===== src/rtl/s820_bist_pkg.sv =====
// s820_bist_pkg: shared widths, FSM states and LFSR/MISR step functions for the s820 BIST controller
package s820_bist_pkg;
  localparam int PI_W = 18;
  localparam int PO_W = 19;
  localparam int CNT_W = 16;
  localparam logic [PI_W-1:0] LFSR_TAP = 18'h20400;
  localparam logic [PI_W-1:0] LFSR_ONE = 18'h00001;
  localparam logic [PI_W-1:0] PI_CLR = 18'h20000;
  localparam logic [PO_W-1:0] MISR_TAP = 19'h00047;
  typedef enum logic [1:0] {IDLE, INIT, APPLY, FINISH} state_t;
  function automatic logic [PI_W-1:0] lfsr_step(input logic [PI_W-1:0] q);
    return {q[PI_W-2:0], ^(q & LFSR_TAP)};
  endfunction
  function automatic logic [PO_W-1:0] misr_step(input logic [PO_W-1:0] m, input logic [PO_W-1:0] d);
    return {m[PO_W-2:0], 1'b0} ^ (m[PO_W-1] ? MISR_TAP : '0) ^ d;
  endfunction
endpackage


===== src/rtl/s820_bist_misr.sv =====
// s820_bist_misr: 19-bit multiple-input signature register compacting DUT responses
module s820_bist_misr
  import s820_bist_pkg::*;
(
  input  logic            clk,
  input  logic            rst,
  input  logic            clr,
  input  logic            en,
  input  logic [PO_W-1:0] din,
  output logic [PO_W-1:0] sig
);
  always_ff @(posedge clk or posedge rst)
    if (rst) sig <= '0;
    else if (clr) sig <= '0;
    else if (en) sig <= misr_step(sig, din);
endmodule


===== src/rtl/s820_bist.sv =====
// s820_bist_ctrl: BIST session FSM driving s820 with LFSR patterns and compacting responses into a MISR
module s820_bist_ctrl
  import s820_bist_pkg::*;
#(
  parameter int INIT_CYC = 2
) (
  input  logic             CK,
  input  logic             RST,
  input  logic             START,
  input  logic [PI_W-1:0]  SEED,
  input  logic [CNT_W-1:0] NUM_PAT,
  input  logic [PO_W-1:0]  GOLDEN,
  output logic [PI_W-1:0]  DUT_PI,
  input  logic [PO_W-1:0]  DUT_PO,
  output logic             BUSY,
  output logic             DONE,
  output logic [PO_W-1:0]  SIGNATURE,
  output logic             PASS
);
  localparam logic [3:0] INIT_LAST = 4'(INIT_CYC - 1);
  state_t state, state_n;
  logic [PI_W-1:0] lfsr, lfsr_n;
  logic [CNT_W-1:0] num_pat, pat_cnt;
  logic [PO_W-1:0] golden, misr_sig;
  logic [3:0] init_cnt;
  logic accept, init_done, pat_done;
  assign accept = (state == IDLE) && START;
  assign init_done = init_cnt == INIT_LAST;
  assign pat_done = pat_cnt == num_pat - 1'b1;
  always_comb begin
    state_n = (state == IDLE)  ? (START ? INIT : IDLE) :
              (state == INIT)  ? (init_done ? ((num_pat != '0) ? APPLY : FINISH) : INIT) :
              (state == APPLY) ? (pat_done ? FINISH : APPLY) : IDLE;
    lfsr_n = accept ? ((SEED == '0) ? LFSR_ONE : SEED) :
             (state == APPLY) ? lfsr_step(lfsr) : lfsr;
  end
  // DUT_PI looks ahead to the next state so the pattern on the pins lines up with the APPLY cycle that compacts it
  always_ff @(posedge CK or posedge RST)
    if (RST) begin
      state <= IDLE;
      lfsr <= LFSR_ONE;
      num_pat <= '0;
      golden <= '0;
      pat_cnt <= '0;
      init_cnt <= '0;
      DUT_PI <= PI_CLR;
      BUSY <= 1'b0;
      DONE <= 1'b0;
      SIGNATURE <= '0;
      PASS <= 1'b0;
    end else begin
      state <= state_n;
      lfsr <= lfsr_n;
      DUT_PI <= (state_n == APPLY) ? {1'b0, lfsr_n[PI_W-2:0]} : PI_CLR;
      BUSY <= state_n != IDLE;
      DONE <= state == FINISH;
      pat_cnt <= accept ? '0 : (state == APPLY) ? pat_cnt + 1'b1 : pat_cnt;
      init_cnt <= accept ? '0 : (state == INIT) ? init_cnt + 1'b1 : init_cnt;
      if (accept) begin
        num_pat <= NUM_PAT;
        golden <= GOLDEN;
        PASS <= 1'b0;
      end
      if (state == FINISH) begin
        SIGNATURE <= misr_sig;
        PASS <= misr_sig == golden;
      end
    end
  s820_bist_misr u_misr (
    .clk(CK),
    .rst(RST),
    .clr(accept),
    .en (state == APPLY),
    .din(DUT_PO),
    .sig(misr_sig)
  );
endmodule


===== config.mk =====
export PLATFORM = sky130hd
export DESIGN_NAME = s820_bist_ctrl
export DESIGN_NICKNAME = d
export VERILOG_FILES = /design/src/rtl/s820_bist_pkg.sv /design/src/rtl/s820_bist_misr.sv /design/src/rtl/s820_bist.sv
export SDC_FILE = /design/constraint.sdc
export NUM_CORES = 1
export LEC_CHECK = 0
export ABC_CLOCK_PERIOD_IN_PS = 5400
export CAP_MARGIN = 30
export CELL_PAD_IN_SITES_DETAIL_PLACEMENT = 1
export CELL_PAD_IN_SITES_GLOBAL_PLACEMENT = 1
export CORE_MARGIN = 5
export CORE_UTILIZATION = 40
export DETAILED_ROUTE_END_ITERATION = 10
export PLACE_DENSITY_LB_ADDON = 0.1
export SYNTH_ARGS = -nofsm -noshare
export SYNTH_HDL_FRONTEND = slang
export SYNTH_SLANG_ARGS = --single-unit

===== constraint.sdc =====
create_clock -name CK -period 5.4 [get_ports CK]
set_input_delay 0.81 -clock CK [delete_from_list [all_inputs] [get_ports CK]]
set_output_delay 0.81 -clock CK [all_outputs]
set_load 0.03 [all_outputs]

==> results.cfg, run 1 <==
[critical_path]
rr_endpoint = DUT_PI[6]
arrival_ns = 3.00
timing.setup.critical_path_class = flip-flop to flip-flop
worstPathMaxFanout = 18
timing.reg2reg.worst_path_depth = 7
worstPathRequired_ns = 5.67
reg2reg_slack_ns = 2.67
critical_path.endpoint_type = flip-flop
crit_path_start_kind = flip-flop
critical_path.reg2reg.startpoint = num_pat[3]

[synth]
ys_seq_area_share_pct = 53.6
syn_area_sq_mm = 0.00626
synth_area_leader_cell = sky130_fd_sc_hd__dfrtp_1
synth_enable_flop_cells = 0
post_synth_mux_area_share_pct = 4.24
synth-adder-area-share_pct = 0.960
synth-warning-count = 0
synth_top_area_cells = sky130_fd_sc_hd__dfrtp_1 53%, sky130_fd_sc_hd__nand2_1 9.2%, sky130_fd_sc_hd__xor2_1 4.5%, sky130_fd_sc_hd__xnor2_1 4.3%, sky130_fd_sc_hd__mux2_2 3.6%
ys_async_sr_fraction_pct = 100
synth_top_family_by_area = simple AND/OR/NAND/NOR gates
post_synth_inst_count = 637
synth_simple_gate_area_share_pct = 21.9
ffs_latches_synth = 134
synth.avg_cell_area_sq_um = 9.82
synth-xor-area-share_pct = 8.82
yosys_most_used_dff = sky130_fd_sc_hd__dfrtp_1
synthDominantCellAreaShare_pct = 52.8
synth_compound_area_share_pct = 7.80
syn-num-nets = 716
ys_types = 48

[pwr]
switching_power_w = 0.00188
p_comb_share_pct = 38.2
power_density_mw_per_mm2 = 587
share_seq_of_total_power_pct = 37.3
ir_drop_mv = 0.271
internal_power_summed_over_all_cells_w = 0.00296
power.share.clock_pct = 24.4
leakagePower_nw = 3.70
swShare_pct = 38.8

[floorplanning]
die_area_sq_mm = 0.0182
die_y_um = 135
effective_utilization_at_floorplan_pct = 41.0
std_cell_rows = 45
floorplan.io_pins = 115
die_width_um = 135
core_area_sq_mm = 0.0153

[grt]
grt_first_pass_wirelength_mm = 27.8
grt_util_all_layers_pct = 19.2
grt_antenna_before_repair = 0
gr-total-overflow = 0
grt_start_max_net_pins = 103
grt_pass1_vias = 5541

[detailed_routing]
total_wire_length_mm = 16.8
detailroute.via_count = 5006
wl_per_cell_um = 17.4
pre_repair_dr_iteration_count = 4
drt_first_iter_violations = 287
detail_route.drc_violations = 0
viasPerCell = 5.17
ant_nets = 0

[timing]
worst_pin_slew_ns = 0.784
report.final.slew_viol_count = 0
layout_worst_path_cycle_share_pct = 50.6
max-slew-margin-rel_pct = 47.7
setup-violations-final = 0
achievable-frequency_ghz = 0.366
grt_setup_unrepaired = no
final.setup.tns_ns = 0
finClkSkew_ns = 0.0116
final_hold_vio_count = 0
finalHoldWorstSlack_ns = 0.496
timing.final.crit_period_ns = 2.73

[clocking]
clock-root-buffer = sky130_fd_sc_hd__clkbuf_16
hold_buffers = 0
post_cts_resized = 0
clock_sink_count = 134
post-cts-setup-buffer-count = 0
clk_pin_slew_ns = 0.06
max-clock-path-buffers = 2
cts_tree = built
number_of_buffers_inserted_during_clock_tree_synthesis = 17
clock_tree.htree_level_count = 4
clock_latency_ns = 0.42

[cells_and_area]
finish.net_count = 823
mostFrequentLayoutCells = 153 x sky130_fd_sc_hd__nand2_1, 132 x sky130_fd_sc_hd__dfrtp_1, 114 x sky130_fd_sc_hd__clkdlybuf4s50_1
layout.cells.most_common = sky130_fd_sc_hd__nand2_1
final_core_utilization_pct = 54.1
synthToLayoutAreaGrowth_pct = 31.9
stdcell_area_sq_mm = 0.00825
layout-drive-gt1-share_pct = 10.6
diodes = 0

[run_status]
outcome = completed

[placement]
placed_cell_areas_sq_mm = 0.00762
io_buffers = 114
place.detailed.hpwl_mm = 11.5
finalWeightedCongestion = 0.805

[hold_path]
holdPathEnd = init_cnt[3]
origin_of_the_worst_min_delay_path = init_cnt[3]
holdPathStages = 1
min_path_type = flip-flop to flip-flop

[run]
max_cap_violations = 0
routing by layer:
metal	part of all wire (%)	global-route usage [%]	routed length (um)
met4	1.9	7.00	323
met3	4.4	4.77	743
met1	43	23.2	7270
met2	50	33.1	8490
met5	0	0	0
final cells by class:
class	instances	area, sq um
multi-input combinational	464	2750
tap	211	264
inverter	6	27.5
clock inverter	14	175
fill	1712	7010
sequential	134	3360
timing repair buffer	121	1250
clock buffer	18	429
worst max-delay path by stage:
| stage | from | end | slack, ns |
|---|---|---|---|
| 2_1_floorplan | RST | BUSY | 1.01 |
| 6_report | num_pat[3] | DUT_PI[6] | 2.67 |
| 4_1_cts | num_pat[3] | DUT_PI[6] | 2.63 |
| 3_5_place_dp | num_pat[3] | DUT_PI[6] | 2.63 |
| 5_1_grt | num_pat[3] | DUT_PI[4] | 2.44 |
| 3_3_place_gp | START | num_pat[15] | 2.68 |
cells by family after synthesis:
logic type,count (synthesis)
simple gates,291
flops,134
compound gates,81
xor+xnor,63
buf+inv,39
mux,24
fa+ha+maj,5
Yosys cell counts (all sizes together) (6+ instances only):
cell type,instances
dfrtp,132
nor3,6
nor4,12
a31oi,19
xor2,32
buf,10
nand2,154
mux2,20
nand3,38
xnor2,31
nor2,33
o21ai,44
nor2b,22
clkbuf,23
nand4,10
inv,6
power by group through the flow:
stage               clock network, W  registers (W)  logic [W]
global route                 0.00126        0.00187    0.00204
detailed placement                 0        0.00182    0.00186
global placement                   0        0.00180    0.00178
CTS                          0.00121        0.00181    0.00189
floorplan                          0        0.00194    0.00105
finish                       0.00118        0.00181    0.00185
sequential cells by signal (all words and copies together) (netlist names):
signal / cells
init_cnt: 4
SIGNATURE: 19
u_misr.sig: 19
PASS: 1
BUSY: 1
pat_cnt: 16
DUT_PI: 18
golden: 19
state: 2
num_pat: 16
DONE: 1
lfsr: 18
metrics by stage:
| step | std cells | setup slack (ns) | power (W) |
|---|---|---|---|
| 2_1_floorplan | 637 | 1.01 | 0.00299 |
| 5_1_grt | 968 | 2.44 | 0.00516 |
| 6_report | 968 | 2.67 | 0.00484 |
| 3_5_place_dp | 935 | 2.63 | 0.00368 |
| 4_1_cts | 967 | 2.63 | 0.00491 |
| 3_3_place_gp | 933 | 2.68 | 0.00358 |
worst max-delay path, cell delays in order (launching register included):
cell                       delay, ns
sky130_fd_sc_hd__dfrtp_1        0.49
sky130_fd_sc_hd__or4_4          0.59
sky130_fd_sc_hd__o31ai_2        0.23
sky130_fd_sc_hd__nand4_1        0.13
sky130_fd_sc_hd__a211oi_2       0.25
sky130_fd_sc_hd__nand4_2        0.17
sky130_fd_sc_hd__o21ai_4        0.60
sky130_fd_sc_hd__nor2b_1        0.11
(Power assumes the default switching activity.)
==> run 2: changes to the inputs <==
Settings changed: ABC_CLOCK_PERIOD_IN_PS 5400 to 2620.
Clock period 5.4 ns to 2.62 ns, I/O delays scaled along.
==> results.cfg, run 2 (synthesis results as in run 1) <==
[grt]
grt_first_pass_wirelength_mm = 28.0
grt_pass1_vias = 5530
gr-total-overflow = 0
grt_util_all_layers_pct = 19.2
grt_antenna_before_repair = 0
grt_start_max_net_pins = 103

[timing]
final_hold_vio_count = 0
setup-violations-final = 0
timing.final.crit_period_ns = 2.48
achievable-frequency_ghz = 0.403
layout_setup_ws_ns = 0.141
finalHoldWorstSlack_ns = 0.474
grt_setup_unrepaired = no
report.final.slew_viol_count = 0
finClkSkew_ns = 0.0101
max-slew-margin-rel_pct = 58.3
layout_worst_path_cycle_share_pct = 94.6
final.setup.tns_ns = 0
worst_pin_slew_ns = 0.626

[placement]
place_ws_ns = 0.142
cell_count_post_placement = 940
place.detailed.hpwl_mm = 11.4
finalWeightedCongestion = 0.805
io_buffers = 114
placed_cell_areas_sq_mm = 0.00765

[floorplanning]
effective_utilization_at_floorplan_pct = 41.0
core_area_sq_mm = 0.0153
die_area_sq_mm = 0.0182
std_cell_rows = 45
die_width_um = 135
floorplan.io_pins = 115
die_y_um = 135

[critical_path]
worst-path-buf-inv = 1
worst_path_largest_cell_delay_ns = 0.60
worstPathRequired_ns = 2.92
arrival_ns = 2.78
crit_slowest_cell = sky130_fd_sc_hd__or4_4
worstPathMaxFanout = 18
path_delay_family = simple AND/OR/NAND/NOR gates
path_cells = or4_4, o31ai_2, nand4_1, a211oi_2, nand4_2, o21ai_4, buf_12, nor2b_1
timing.setup.critical_path_class = flip-flop to flip-flop
crit_path_start_kind = flip-flop
critical_path.endpoint_type = flip-flop

[clocking]
number_of_buffers_inserted_during_clock_tree_synthesis = 17
clock_tree.htree_level_count = 4
cts_tree = built
max-clock-path-buffers = 2
clock_sink_count = 134
clock-root-buffer = sky130_fd_sc_hd__clkbuf_16
clock_latency_ns = 0.42
clk_pin_slew_ns = 0.06
post_cts_resized = 0

[detailed_routing]
wl_per_cell_um = 17.2
total_wire_length_mm = 16.7
detailroute.via_count = 4981
viasPerCell = 5.12
detail_route.drc_violations = 0
pre_repair_dr_iteration_count = 4
ant_nets = 0
drt_first_iter_violations = 194

[pwr]
leakagePower_nw = 3.72
power_density_mw_per_mm2 = 1220
ir_drop_mv = 0.612

[cells_and_area]
synthToLayoutAreaGrowth_pct = 32.2
top_regs = SIGNATURE (19), golden (19), u_misr.sig (19)
finish.net_count = 827
mostFrequentLayoutCells = 153 x sky130_fd_sc_hd__nand2_1, 132 x sky130_fd_sc_hd__dfrtp_1, 114 x sky130_fd_sc_hd__clkdlybuf4s50_1
layout-drive-gt1-share_pct = 11.0
diodes = 0
layout.cells.most_common = sky130_fd_sc_hd__nand2_1
stdcell_area_sq_mm = 0.00828
instances_no_fill = 972

[run]
max_cap_violations = 0

[hold_path]
min_path_type = primary input to asynchronous set/reset pin

[run_status]
outcome = completed
==> run 2: worst register-to-register path, stage by stage (launching register included) <==
cell and delay, ns:
sky130_fd_sc_hd__dfrtp_1 0.49, sky130_fd_sc_hd__or4_4 0.60, sky130_fd_sc_hd__o31ai_2 0.23, sky130_fd_sc_hd__nand4_1 0.13, sky130_fd_sc_hd__a211oi_2 0.26, sky130_fd_sc_hd__nand4_2 0.19
sky130_fd_sc_hd__o21ai_4 0.21, sky130_fd_sc_hd__buf_12 0.18, sky130_fd_sc_hd__nor2b_1 0.07
==> run 2: path summary, 6_finish.rpt <==
path                              from            end  slack [ns]  cells after the start
max                         num_pat[3]      DUT_PI[2]        0.14                      8
min                                RST  SIGNATURE[10]        0.47                      3
max reg2reg                 num_pat[3]      DUT_PI[2]        0.14                      8
min reg2reg                init_cnt[3]    init_cnt[3]        0.50                      1
max in group asynchronous          RST     num_pat[6]        1.67                      3
min in group CK            init_cnt[3]    init_cnt[3]        0.50                      1
==> run 2: cell type report <==
| cell class | count | area (sq um) |
|---|---|---|
| Clock buffer | 19 | 443 |
| Clock inverter | 13 | 179 |
| Inverter | 6 | 26.3 |
| Sequential cell | 134 | 3360 |
| Tap cell | 211 | 264 |
| Timing Repair Buffer | 125 | 1260 |
| Fill cell | 1674 | 6980 |
| Multi-Input combinational cell | 464 | 2750 |
==> run 2: metrics by stage <==
step	util, %	power [W]
after CTS	54.2	0.0102
after floorplan	-	0.00617
final	54.2	0.0101
after global placement	50.2	0.00745
after detailed placement	50.2	0.00763
after global routing	54.2	0.0108
==> run 2: per-layer routing <==
layer | track usage (%) | share of wire (%) | vias up
met2 | 32.9 | 50 | 98
met3 | 4.32 | 4.4 | 23
met4 | 6.49 | 1.8 | 0
met1 | 23.8 | 43 | 2482
li1 | - | - | 2378
met5 | 0 | 0 | -
==> run 2: power by group <==
part	switching [W]	internal (W)	leakage (nW)	total, W
logic	0.00215	0.00171	1.70	0.00386
registers	0.000792	0.00292	1.73	0.00372
clock network	0.000904	0.00161	0.295	0.00252
==> run 2: timing repair <==
| action | 4_1_cts | 5_1_grt |
|---|---|---|
| hold buffers | 0 | 0 |
| setup endpoints to repair | 0 | 12 |
| setup buffers | 0 | 0 |
==> run 3: changes to the inputs <==
Settings changed: CTS_CLUSTER_SIZE set to 28.
==> results of run 3 <==
Final layout, timing and power as in run 2 (identical DEF).
